### src/rtl/wb_arb_pkg.sv
// Shared types and defaults for the write-back port arbiter.
//   AW/DW/NREG : register address width, data width, register count
//   FIFO_DEPTH : default entries per requester FIFO
//   REQ_*      : requester indices (lane0, lane1, load unit)
//   wb_entry_t : one queued register write {wa, wd}
package wb_arb_pkg;
    localparam int unsigned AW         = 5;
    localparam int unsigned DW         = 32;
    localparam int unsigned NREG       = 1 << AW;
    localparam int unsigned FIFO_DEPTH = 2;
    localparam int unsigned NREQ       = 3;

    localparam int unsigned REQ_LANE0  = 0;
    localparam int unsigned REQ_LANE1  = 1;
    localparam int unsigned REQ_LOAD   = 2;

    typedef logic [1:0] req_idx_t;

    typedef struct packed {
        logic [AW-1:0] wa;
        logic [DW-1:0] wd;
    } wb_entry_t;

    // Round-robin successor over the three requesters.
    function automatic req_idx_t req_next(input req_idx_t i);
        return (i == req_idx_t'(NREQ - 1)) ? req_idx_t'(0) : i + req_idx_t'(1);
    endfunction
endpackage

### src/rtl/wb_req_fifo.sv
// Per-requester synchronous FIFO of pending register writes.
//   clk, rst_n   : clock, async active-low reset (empties the FIFO)
//   i_push/i_data: enqueue one entry (caller guarantees not full)
//   i_pop        : drop the head entry (caller guarantees not empty)
//   o_head_c     : current head entry
//   o_full_c     : no free slot
//   o_empty_c    : no entry queued
module wb_req_fifo
    import wb_arb_pkg::*;
#(
    parameter int unsigned DEPTH = FIFO_DEPTH
) (
    input  logic      clk,
    input  logic      rst_n,
    input  logic      i_push,
    input  wb_entry_t i_data,
    input  logic      i_pop,
    output wb_entry_t o_head_c,
    output logic      o_full_c,
    output logic      o_empty_c
);
    localparam int unsigned PW = $clog2(DEPTH);
    localparam int unsigned CW = PW + 1;

    wb_entry_t     r_mem [DEPTH];
    logic [PW-1:0] r_wr_ptr;
    logic [PW-1:0] r_rd_ptr;
    logic [CW-1:0] r_count;

    // Storage carries no reset; only the pointers define validity.
    always_ff @(posedge clk) begin
        if (i_push) begin
            r_mem[r_wr_ptr] <= i_data;
        end
    end

    // Pointers wrap naturally because DEPTH is a power of two.
    always_ff @(posedge clk or negedge rst_n) begin
        if (!rst_n) begin
            r_wr_ptr <= '0;
            r_rd_ptr <= '0;
            r_count  <= '0;
        end else begin
            if (i_push) r_wr_ptr <= r_wr_ptr + PW'(1);
            if (i_pop)  r_rd_ptr <= r_rd_ptr + PW'(1);
            r_count <= r_count + CW'(i_push) - CW'(i_pop);
        end
    end

    assign o_head_c  = r_mem[r_rd_ptr];
    assign o_full_c  = (r_count == CW'(DEPTH));
    assign o_empty_c = (r_count == '0);
endmodule

### src/rtl/wb_port_arbiter.sv
// Shares two register-file write ports among lane0, lane1 and the load unit.
//   req_valid/req_ready/req_wa/req_wd : per-producer write handshake (packed per requester)
//   wp0_* / wp1_*                     : registered write-port outputs
//   busy                              : per-register pending-write scoreboard
//   idle                              : nothing queued and no port active
module wb_port_arbiter #(
    parameter int unsigned FIFO_DEPTH = wb_arb_pkg::FIFO_DEPTH
) (
    input  logic                             clk,
    input  logic                             rst_n,
    input  logic [2:0]                       req_valid,
    output logic [2:0]                       req_ready,
    input  logic [3*wb_arb_pkg::AW-1:0]      req_wa,
    input  logic [3*wb_arb_pkg::DW-1:0]      req_wd,
    output logic                             wp0_we,
    output logic [wb_arb_pkg::AW-1:0]        wp0_wa,
    output logic [wb_arb_pkg::DW-1:0]        wp0_wd,
    output logic                             wp1_we,
    output logic [wb_arb_pkg::AW-1:0]        wp1_wa,
    output logic [wb_arb_pkg::DW-1:0]        wp1_wd,
    output logic [wb_arb_pkg::NREG-1:0]      busy,
    output logic                             idle
);
    import wb_arb_pkg::*;

    wb_entry_t       w_in   [NREQ];
    wb_entry_t       w_head [NREQ];
    logic [NREQ-1:0] w_full;
    logic [NREQ-1:0] w_empty;
    logic [NREQ-1:0] w_push;
    logic [NREQ-1:0] w_pop;

    req_idx_t        w_scan;
    req_idx_t        w_sel0;
    req_idx_t        w_sel1;
    logic            w_sel0_vld;
    logic            w_sel1_vld;
    logic            w_grant1;
    req_idx_t        w_rr_nxt;
    logic [NREG-1:0] w_busy_nxt;

    req_idx_t        r_rr;
    logic            r_wp0_we;
    logic [AW-1:0]   r_wp0_wa;
    logic [DW-1:0]   r_wp0_wd;
    logic            r_wp1_we;
    logic [AW-1:0]   r_wp1_wa;
    logic [DW-1:0]   r_wp1_wd;
    logic [NREG-1:0] r_busy;

    // Writes to r0 complete the handshake but are never queued.
    for (genvar g = 0; g < NREQ; g++) begin : g_req
        assign w_in[g]   = {req_wa[g*AW +: AW], req_wd[g*DW +: DW]};
        assign w_push[g] = req_valid[g] & ~w_full[g] & (w_in[g].wa != '0);

        wb_req_fifo #(.DEPTH(FIFO_DEPTH)) u_fifo (
            .clk       (clk),
            .rst_n     (rst_n),
            .i_push    (w_push[g]),
            .i_data    (w_in[g]),
            .i_pop     (w_pop[g]),
            .o_head_c  (w_head[g]),
            .o_full_c  (w_full[g]),
            .o_empty_c (w_empty[g])
        );
    end

    assign req_ready = ~w_full;

    // Rotated-priority scan: first two non-empty heads starting at rr.
    always_comb begin
        w_scan     = r_rr;
        w_sel0     = '0;
        w_sel1     = '0;
        w_sel0_vld = 1'b0;
        w_sel1_vld = 1'b0;
        for (int k = 0; k < NREQ; k++) begin
            if (!w_empty[w_scan]) begin
                if (!w_sel0_vld) begin
                    w_sel0_vld = 1'b1;
                    w_sel0     = w_scan;
                end else if (!w_sel1_vld) begin
                    w_sel1_vld = 1'b1;
                    w_sel1     = w_scan;
                end
            end
            w_scan = req_next(w_scan);
        end

        // Same destination on both ports would race in the regfile; defer the second.
        w_grant1 = w_sel1_vld && (w_head[w_sel1].wa != w_head[w_sel0].wa);

        w_pop = '0;
        if (w_sel0_vld) w_pop[w_sel0] = 1'b1;
        if (w_grant1)   w_pop[w_sel1] = 1'b1;

        w_rr_nxt = r_rr;
        if (w_grant1)        w_rr_nxt = req_next(w_sel1);
        else if (w_sel0_vld) w_rr_nxt = req_next(w_sel0);
    end

    // Scoreboard: clear after the port cycle, then apply enqueues so set wins.
    always_comb begin
        w_busy_nxt = r_busy;
        if (r_wp0_we) w_busy_nxt[r_wp0_wa] = 1'b0;
        if (r_wp1_we) w_busy_nxt[r_wp1_wa] = 1'b0;
        for (int g = 0; g < NREQ; g++) begin
            if (w_push[g]) w_busy_nxt[w_in[g].wa] = 1'b1;
        end
    end

    // Port, round-robin and scoreboard registers; port address/data hold when idle.
    always_ff @(posedge clk or negedge rst_n) begin
        if (!rst_n) begin
            r_rr     <= '0;
            r_wp0_we <= 1'b0;
            r_wp0_wa <= '0;
            r_wp0_wd <= '0;
            r_wp1_we <= 1'b0;
            r_wp1_wa <= '0;
            r_wp1_wd <= '0;
            r_busy   <= '0;
        end else begin
            r_rr     <= w_rr_nxt;
            r_busy   <= w_busy_nxt;
            r_wp0_we <= w_sel0_vld;
            r_wp1_we <= w_grant1;
            if (w_sel0_vld) begin
                r_wp0_wa <= w_head[w_sel0].wa;
                r_wp0_wd <= w_head[w_sel0].wd;
            end
            if (w_grant1) begin
                r_wp1_wa <= w_head[w_sel1].wa;
                r_wp1_wd <= w_head[w_sel1].wd;
            end
        end
    end

    assign wp0_we = r_wp0_we;
    assign wp0_wa = r_wp0_wa;
    assign wp0_wd = r_wp0_wd;
    assign wp1_we = r_wp1_we;
    assign wp1_wa = r_wp1_wa;
    assign wp1_wd = r_wp1_wd;
    assign busy   = r_busy;
    assign idle   = (&w_empty) & ~r_wp0_we & ~r_wp1_we;
endmodule
### config.mk
export PLATFORM = sky130hd
export DESIGN_NAME = wb_port_arbiter
export DESIGN_NICKNAME = d
export VERILOG_FILES = /design/src/rtl/wb_arb_pkg.sv /design/src/rtl/wb_req_fifo.sv /design/src/rtl/wb_port_arbiter.sv
export SDC_FILE = /design/constraint.sdc
export NUM_CORES = 1
export LEC_CHECK = 0
export BUFFER_PORTS_ARGS = -buffer_cell sky130_fd_sc_hd__buf_2
export CAP_MARGIN = 20
export CORE_UTILIZATION = 55
export DETAILED_ROUTE_END_ITERATION = 10
export PLACE_DENSITY = 0.84
export SETUP_SLACK_MARGIN = 0.02
export SYNTH_ARGS = -nofsm -noshare
export SYNTH_HDL_FRONTEND = slang
export SYNTH_SLANG_ARGS = --single-unit
### constraint.sdc
create_clock -name clk -period 3.65 [get_ports clk]
set_clock_uncertainty 0.1 [all_clocks]
set_input_delay 0.365 -clock clk [delete_from_list [all_inputs] [get_ports clk]]
set_output_delay 0.365 -clock clk [all_outputs]
set_load 0.005 [all_outputs]
== After elaboration in Yosys (flattened, before gate mapping) ==
Memory sizes are Yosys's and may differ from the RTL's.
Cells that the tools add are included.

* Equality and inequality tests: 8
* Reductions and logical operators: 16
* Bitwise gates (word level): 24
* Mux-type cells: 61
* Add/sub/neg operators: 16
* Magnitude comparators: 19

{| class="wikitable"
|+ Operator list
! cell !! number
|-
| 2-to-1 mux 32 bit || 5
|-
| binary-select mux 37 bit (select 2 bit) || 2
|-
| 2-to-1 mux 37 bit || 4
|-
| OR 32 bit || 3
|-
| AND 32 bit || 2
|-
| inverter 32 bit || 2
|-
| 2-to-1 mux 2 bit || 16
|-
| less-than comparator 5 x 6 -> 1 bit (second input constant) || 5
|-
| demux 1 bit (select 5 bit) || 5
|-
| greater-or-equal comparator 5 x 1 -> 1 bit (second input constant) || 5
|-
| 2-to-1 mux 1 bit || 22
|-
| less-than comparator 2 x 3 -> 1 bit (second input constant) || 5
|-
| nonzero test 5 bit || 3
|-
| == test 2 bit (second input constant) || 7
|-
| adder 2 x 1 -> 2 bit (second input constant) || 4
|-
| AND 1 bit || 8
|-
| logical AND 1 bit || 8
|-
| adder 1 bit (second input constant) || 6
|-
| adder 2 x 1 -> 2 bit || 3
|-
| binary-select mux 1 bit (select 2 bit) || 3
|-
| greater-or-equal comparator 3 bit (second input constant) || 2
|-
| zero test 2 bit || 3
|-
| 2-to-1 mux 3 bit || 2
|-
| inverter 2 -> 3 bit || 2
|-
| other kinds (9) || 17
|}

* Memory bits (writable): 222
* Input port bits: 116
* Memories kept: 3
* Output and inout bits: 112
* Logic and storage cells: 164
* Register bits: 122

{| class="wikitable"
|+ Memory list
! name !! words !! width !! read ports !! clocked after memory_dff !! wr ports !! RTL line !! RTL
|-
| g_req[0].u_fifo.r_mem || 2 || 37 || 1 || 0 || 1 || wb_req_fifo.sv:25 || <nowiki>wb_entry_t r_mem [DEPTH];</nowiki>
|-
| g_req[1].u_fifo.r_mem || 2 || 37 || 1 || 0 || 1 || wb_req_fifo.sv:25 ||
|-
| g_req[2].u_fifo.r_mem || 2 || 37 || 1 || 0 || 1 || wb_req_fifo.sv:25 ||
|}

== Longest topological paths before layout ==
* Depth after elaboration: 16
* Gate-level depth with buffers: 16
* Depth with buffers taken out: 14

== Modules after synthesis ==
Synthesis repeated with hierarchy kept, for this count alone.

* Cells, all modules: 1131
* Area, all modules: 15305.9 um^2

{| class="wikitable"
|+ Modules (own cells, without submodules)
! module !! cells an instance !! sequential area each (um^2) !! instances !! area each (um^2)
|-
| wb_req_fifo || 130 || 2322.2 || 3 || 2949.1
|-
| wb_port_arbiter || 741 || 2752.6 || 1 || 6458.7
|}

== Worst setup path after synthesis ==
OpenSTA, ideal clock, no wires.

* Kind: register to register
* From: register g_req[2].u_fifo.r_count[1]
* To: register g_req[2].u_fifo.r_count[1]
* Path buffers: 1
* Period minus slack after synthesis: 3.218 ns
* Required time: 3.424 ns
* Cell stages (with the launch flop): 16
* Data arrival time: 2.992 ns
* Path slack: 0.432 ns
* Library setup time: 0.126 ns
* Path through: dfrtp_1 or3_4 a32oi_2 or2_4 buf_6 nor2_1 a31oi_4 xor2_2 nand3_2 a21boi_1 inv_1 ha_1 inv_1 ha_1 xnor2_1 xnor2_1

* Cells in the longest elaborated chain, start to end: 16
* Elaborated cells between the ends (all ways): 52
* Those cells by class: add/sub: 2; order compare: 4; eq/ne: 2; mux: 34; bitwise: 6; reduce/logical: 4

{| class="wikitable"
|+ Ends and longest elaborated chain
! item !! RTL line !! RTL
|-
| from (decl) || wb_req_fifo.sv:28 || <nowiki>logic [CW-1:0] r_count;</nowiki>
|-
| from (signal assigned) || wb_req_fifo.sv:46 || <nowiki>r_count <= r_count + CW'(i_push) - CW'(i_pop);</nowiki>
|-
| zero test 2 bit || wb_req_fifo.sv:52 || <nowiki>assign o_empty_c = (r_count == '0);</nowiki>
|-
| binary-select mux 1 bit (select 2 bit) || wb_port_arbiter.sv:78 || <nowiki>if (!w_empty[w_scan]) begin</nowiki>
|-
| 2-to-1 mux 1 bit (implied by the code) || wb_port_arbiter.sv:78 ||
|-
| 2-to-1 mux 2 bit (tied with other cells) || wb_port_arbiter.sv:78 ||
|-
| 2-to-1 mux 2 bit (tied with other cells) || wb_port_arbiter.sv:79 || <nowiki>if (!w_sel0_vld) begin</nowiki>
|-
| 2-to-1 mux 2 bit, on equally long branches || wb_port_arbiter.sv:78, wb_port_arbiter.sv:82 ||
|-
| 2-to-1 mux 2 bit || wb_port_arbiter.sv:79 ||
|-
| 2-to-1 mux 2 bit || wb_port_arbiter.sv:78 ||
|-
| less-than comparator 2 x 3 -> 1 bit (implied by the code) (tied with other cells) || wb_port_arbiter.sv:94 || <nowiki>if (w_sel0_vld) w_pop[w_sel0] = 1'b1;</nowiki>
|-
| logical AND 1 bit (implied by the code) or binary-select mux 37 bit (select 2 bit) (tied branches) || wb_port_arbiter.sv:94, wb_port_arbiter.sv:91 ||
|-
| 2-to-1 mux 1 bit (implied by the code) (tied with other cells) || wb_port_arbiter.sv:94 ||
|-
| demux 1 bit (select 2 bit) (tied with other cells) || wb_port_arbiter.sv:94 ||
|-
| 2-to-1 mux 3 bit or inequality test 5 bit (tied branches) || wb_port_arbiter.sv:94, wb_port_arbiter.sv:91 ||
|-
| OR 3 bit (no line) or logical AND 1 bit (tied branches) || - ||
|-
| 2-to-1 mux 3 bit || wb_port_arbiter.sv:95 || <nowiki>if (w_grant1) w_pop[w_sel1] = 1'b1;</nowiki>
|-
| subtractor 2 x 1 -> 2 bit (*) || wb_req_fifo.sv:46 ||
|}

Mark *: on every way between the ends. The rest lies on a longest branch, timed or not. The select of a mux whose other input is x is not followed.
A chain may end at the register's enable or synchronous reset.

== Worst setup path in the final report ==
* From: register g_req[0].u_fifo.r_count[1]
* To: register g_req[0].u_fifo.r_count[1]

* Cells in the longest elaborated chain, start to end: 16
* Elaborated cells between the ends (all ways): 52
* Those cells by class: add/sub: 2; order compare: 4; eq/ne: 2; mux: 34; bitwise: 6; reduce/logical: 4

{| class="wikitable"
|+ Ends and longest elaborated chain
! item !! RTL line
|-
| from (decl) || wb_req_fifo.sv:28
|-
| from (signal assigned) || wb_req_fifo.sv:46
|-
| zero test 2 bit || wb_req_fifo.sv:52
|-
| binary-select mux 1 bit (select 2 bit) || wb_port_arbiter.sv:78
|-
| 2-to-1 mux 1 bit (implied by the code) || wb_port_arbiter.sv:78
|-
| 2-to-1 mux 2 bit (tied with other cells) || wb_port_arbiter.sv:78
|-
| 2-to-1 mux 2 bit (tied with other cells) || wb_port_arbiter.sv:79
|-
| 2-to-1 mux 2 bit, on equally long branches || wb_port_arbiter.sv:78, wb_port_arbiter.sv:82
|-
| 2-to-1 mux 2 bit || wb_port_arbiter.sv:79
|-
| 2-to-1 mux 2 bit || wb_port_arbiter.sv:78
|-
| less-than comparator 2 x 3 -> 1 bit (implied by the code) (tied with other cells) || wb_port_arbiter.sv:94
|-
| logical AND 1 bit (implied by the code) or binary-select mux 37 bit (select 2 bit) (tied branches) || wb_port_arbiter.sv:94, wb_port_arbiter.sv:91
|-
| 2-to-1 mux 1 bit (implied by the code) (tied with other cells) || wb_port_arbiter.sv:94
|-
| demux 1 bit (select 2 bit) (tied with other cells) || wb_port_arbiter.sv:94
|-
| 2-to-1 mux 3 bit or inequality test 5 bit (tied branches) || wb_port_arbiter.sv:94, wb_port_arbiter.sv:91
|-
| OR 3 bit (no line) or logical AND 1 bit (tied branches) || -
|-
| 2-to-1 mux 3 bit || wb_port_arbiter.sv:95
|-
| subtractor 2 x 1 -> 2 bit (*) || wb_req_fifo.sv:46
|}

Marked as above.

==> flow_summary.json <==
{
  "status": "finished with violations",
  "violations": "design-rule violations",
  "cap_viol_max_count": 0,
  "hp-class": "in -> reg",
  "crit_slowest_cell": "a221oi_2",
  "gr-total-overflow": 0,
  "wl_per_cell_um": 25.8,
  "initial_utilization": 0.565,
  "drive_above_1_share": 0.255,
  "worst_pin_slew_ps": 979,
  "grt_pass1_wl_mm": 69.8,
  "synth.avg_cell_area_um2": 13.2,
  "routed_wl_mm": 46.9,
  "ys_ff_latch": 344,
  "min_period_ps": 3450,
  "timing.critical_path.to_type": "register",
  "yosysSeqAreaShare": 0.655,
  "die_w_um": 166,
  "gp_congestion": 0.999,
  "synth-adder-area-share": 0.00506,
  "cp.required_ps": 3990,
  "vdd_ir_drop_max_v": 0.000922,
  "cpLargestDelayFamily": "compound AO/OA/AOI/OAI gates",
  "critPathLaunch": "g_req[0].u_fifo.r_count[1]",
  "synth_simple_gate_area_frac": 0.0804,
  "die_h_um": 166,
  "cp_cell_sequence": "or2_2, nand2b_1, o21ai_0, a221oi_2, xor2_1, nor3_2, buf_4, a31oi_4, a21o_1, ha_1, inv_1, ha_1, xnor2_1, xnor2_1",
  "cp_max_fo": 6,
  "dr.pass1.iters": 11,
  "die-area_um2": 27700,
  "dpl_cell_area_um2": 16400,
  "drc": 6,
  "numCtsBuffers": 35,
  "ff2ff_setup_slack_ps": 200,
  "r2r-start": "g_req[0].u_fifo.r_count[1]",
  "clock_path_buffers": 3,
  "power_mw": 18.8,
  "clk_pin_slew_worst_paths_ps": 60,
  "cp-endpoint": "g_req[0].u_fifo.r_count[1]",
  "grt_use_total": 0.338,
  "htree_levels": 2,
  "critPathKind": "reg -> reg",
  "syn_nets": 1251,
  "rsz0062_at_grt": "true",
  "p_leak_nw": 7.47,
  "path_buf_inv": 2,
  "fmax_ghz": 0.290,
  "worst-path-stages": 14,
  "core_um2": 26300,
  "cts.sink_count": 344,
  "synth_top_family_by_area": "compound AO/OA/AOI/OAI gates",
  "holdWs_ps": 32.8,
  "r2r-end": "g_req[0].u_fifo.r_count[1]",
  "p_per_area_nw_per_um2": 1020,
  "finalMaxSlewViolations": 0,
  "yosysUniqueCellTypes": 63,
  "synthMuxAreaShare": 0.0828,
  "antenna_found_initial": 2,
  "cts_tree": "yes",
  "ys_warn_count": 0,
  "fin_crit_sh": 0.944,
  "synth_compound_area_frac": 0.143,
  "ios": 228,
  "design_area_um2": 18500,
  "syn_inst": 1129,
  "synth_ff_type": "edfxtp_1",
  "viasPerCell": 6.46,
  "start_kind": "register",
  "antenna_left": 0,
  "reg2reg_depth": 14,
  "finalSetupViolations": 0,
  "synth_area_um2": 14800,
  "vias": 11800,
  "slew_headroom": 0.347,
  "layout.nets": 1578,
  "clock-root-buffer": "clkbuf_16",
  "dr.first_iter.drc_count": 1532,
  "grt_pass1_vias": 12200,
  "tns_ps": 0,
  "grt_max_degree": 92,
  "dp_hpwl_mm": 27.5,
  "hold_viol": 0,
  "clk_latency_ps": 530,
  "area.growth.synth_to_final_pct": 24.9,
  "synthXorXnorAreaFrac": 0.0122,
  "critPathMaxStageDelay_ps": 450,
  "synthArstFlopShare": 0.355,
  "io_buffers": 227,
  "synth_edf_count": 222,
  "rows": 59,
  "critPathArrivalTime_ps": 3780
}
## area by class of cell
| cell class | instances | area (um^2) |
|---|---|---|
| well taps | 335 | 419 |
| clock buffers | 45 | 955 |
| multi-input cells | 712 | 4910 |
| inverters | 8 | 30.0 |
| clock inverters | 18 | 126 |
| flip-flops and latches | 344 | 9720 |
| repair buffers | 355 | 2380 |
| fillers | 1706 | 7740 |
| diodes | 2 | 5.00 |
## per-stage QoR
step,std cells,setup slack (ps),utilization
floorplan,1129,432,-
global placement,1654,170,0.624
detailed placement,1654,99.2,0.624
CTS,1815,71.0,0.703
global route,1819,5.89,0.706
finish,1819,203,0.706
## sequential cells by signal, summed over array words and instances, names as in the netlist
signal	flops
busy	32
wp1_we	1
wp0_we	1
wp0_wa	5
g_req.u_fifo.r_wr_ptr	3
g_req.u_fifo.r_rd_ptr	3
r_rr	2
g_req.u_fifo.r_mem	222
wp1_wd	32
wp0_wd	32
g_req.u_fifo.r_count	6
wp1_wa	5
## layer usage
layer  share of wire  track usage  up-vias
met5               0            0        -
met3            0.10       0.0703      173
met1            0.37        0.432     5721
met2            0.48        0.557      865
li1                -            -     4993
met4           0.042        0.158        0
## report_power, final
part | switching [mW] | internal [mW] | leakage [nW] | total (mW)
logic | 5.50 | 3.43 | 3.42 | 8.93
clock network | 1.53 | 1.93 | 0.530 | 3.46
registers | 0.815 | 5.62 | 3.52 | 6.43
## cell usage after synthesis, drive strengths merged (10+ instances only)
| cell type | n | area, um^2 |
|---|---|---|
| a21o | 25 | 188 |
| a21oi | 96 | 492 |
| a221oi | 10 | 87.6 |
| a22oi | 41 | 308 |
| a31oi | 12 | 111 |
| buf | 19 | 124 |
| clkbuf | 46 | 174 |
| dfrtp | 122 | 3050 |
| edfxtp | 222 | 6670 |
| mux2 | 33 | 379 |
| mux2i | 85 | 851 |
| nand2 | 80 | 300 |
| nand3 | 13 | 70.1 |
| nor2 | 100 | 375 |
| nor3 | 10 | 55.1 |
| nor3b | 14 | 105 |
| o21ai | 24 | 120 |
| o221ai | 44 | 385 |
| o22ai | 35 | 219 |
| xnor2 | 14 | 123 |
## cell usage in the layout, fill, tap and decap left out, drive strengths merged, types with 25 or more instances in the layout
cell type	netlist	final
edfxtp	222	222
o22ai	35	35
mux2	33	33
o221ai	44	44
mux2i	85	85
clkbuf	46	45
nor2	100	100
dfrtp	122	122
nand2	80	80
dlygate4sd3	0	98
a21o	25	25
a21oi	96	96
buf	19	257
a22oi	41	41
## kinds of logic after synthesis
group           after synthesis
buf+inv                      73
compound gates              310
fa+ha+maj                     6
mux                         118
simple gates                259
xor+xnor                     19
flops                       344
## timing repair
item | CTS | global route
resized for setup | 0 | 10
hold buffers | 98 | 0
hold endpoints to repair | 284 | 0
endpoints found under the setup margin | 0 | 39
buffers inserted | 0 | 1
## worst min-delay path by stage
stage,startpoint,end,cells after the start
after floorplan,rst_n,busy[0],0
after global placement,wp0_wd[17],wp0_wd[17],2
after detailed placement,wp0_wd[17],wp0_wd[17],2
after CTS,req_wa[10],g_req[2].u_fifo.r_mem[1][32],1
after global routing,req_wa[10],g_req[2].u_fifo.r_mem[1][32],1
final,req_wa[1],g_req[0].u_fifo.r_mem[1][33],1
Power figures use the tool's default switching activity.
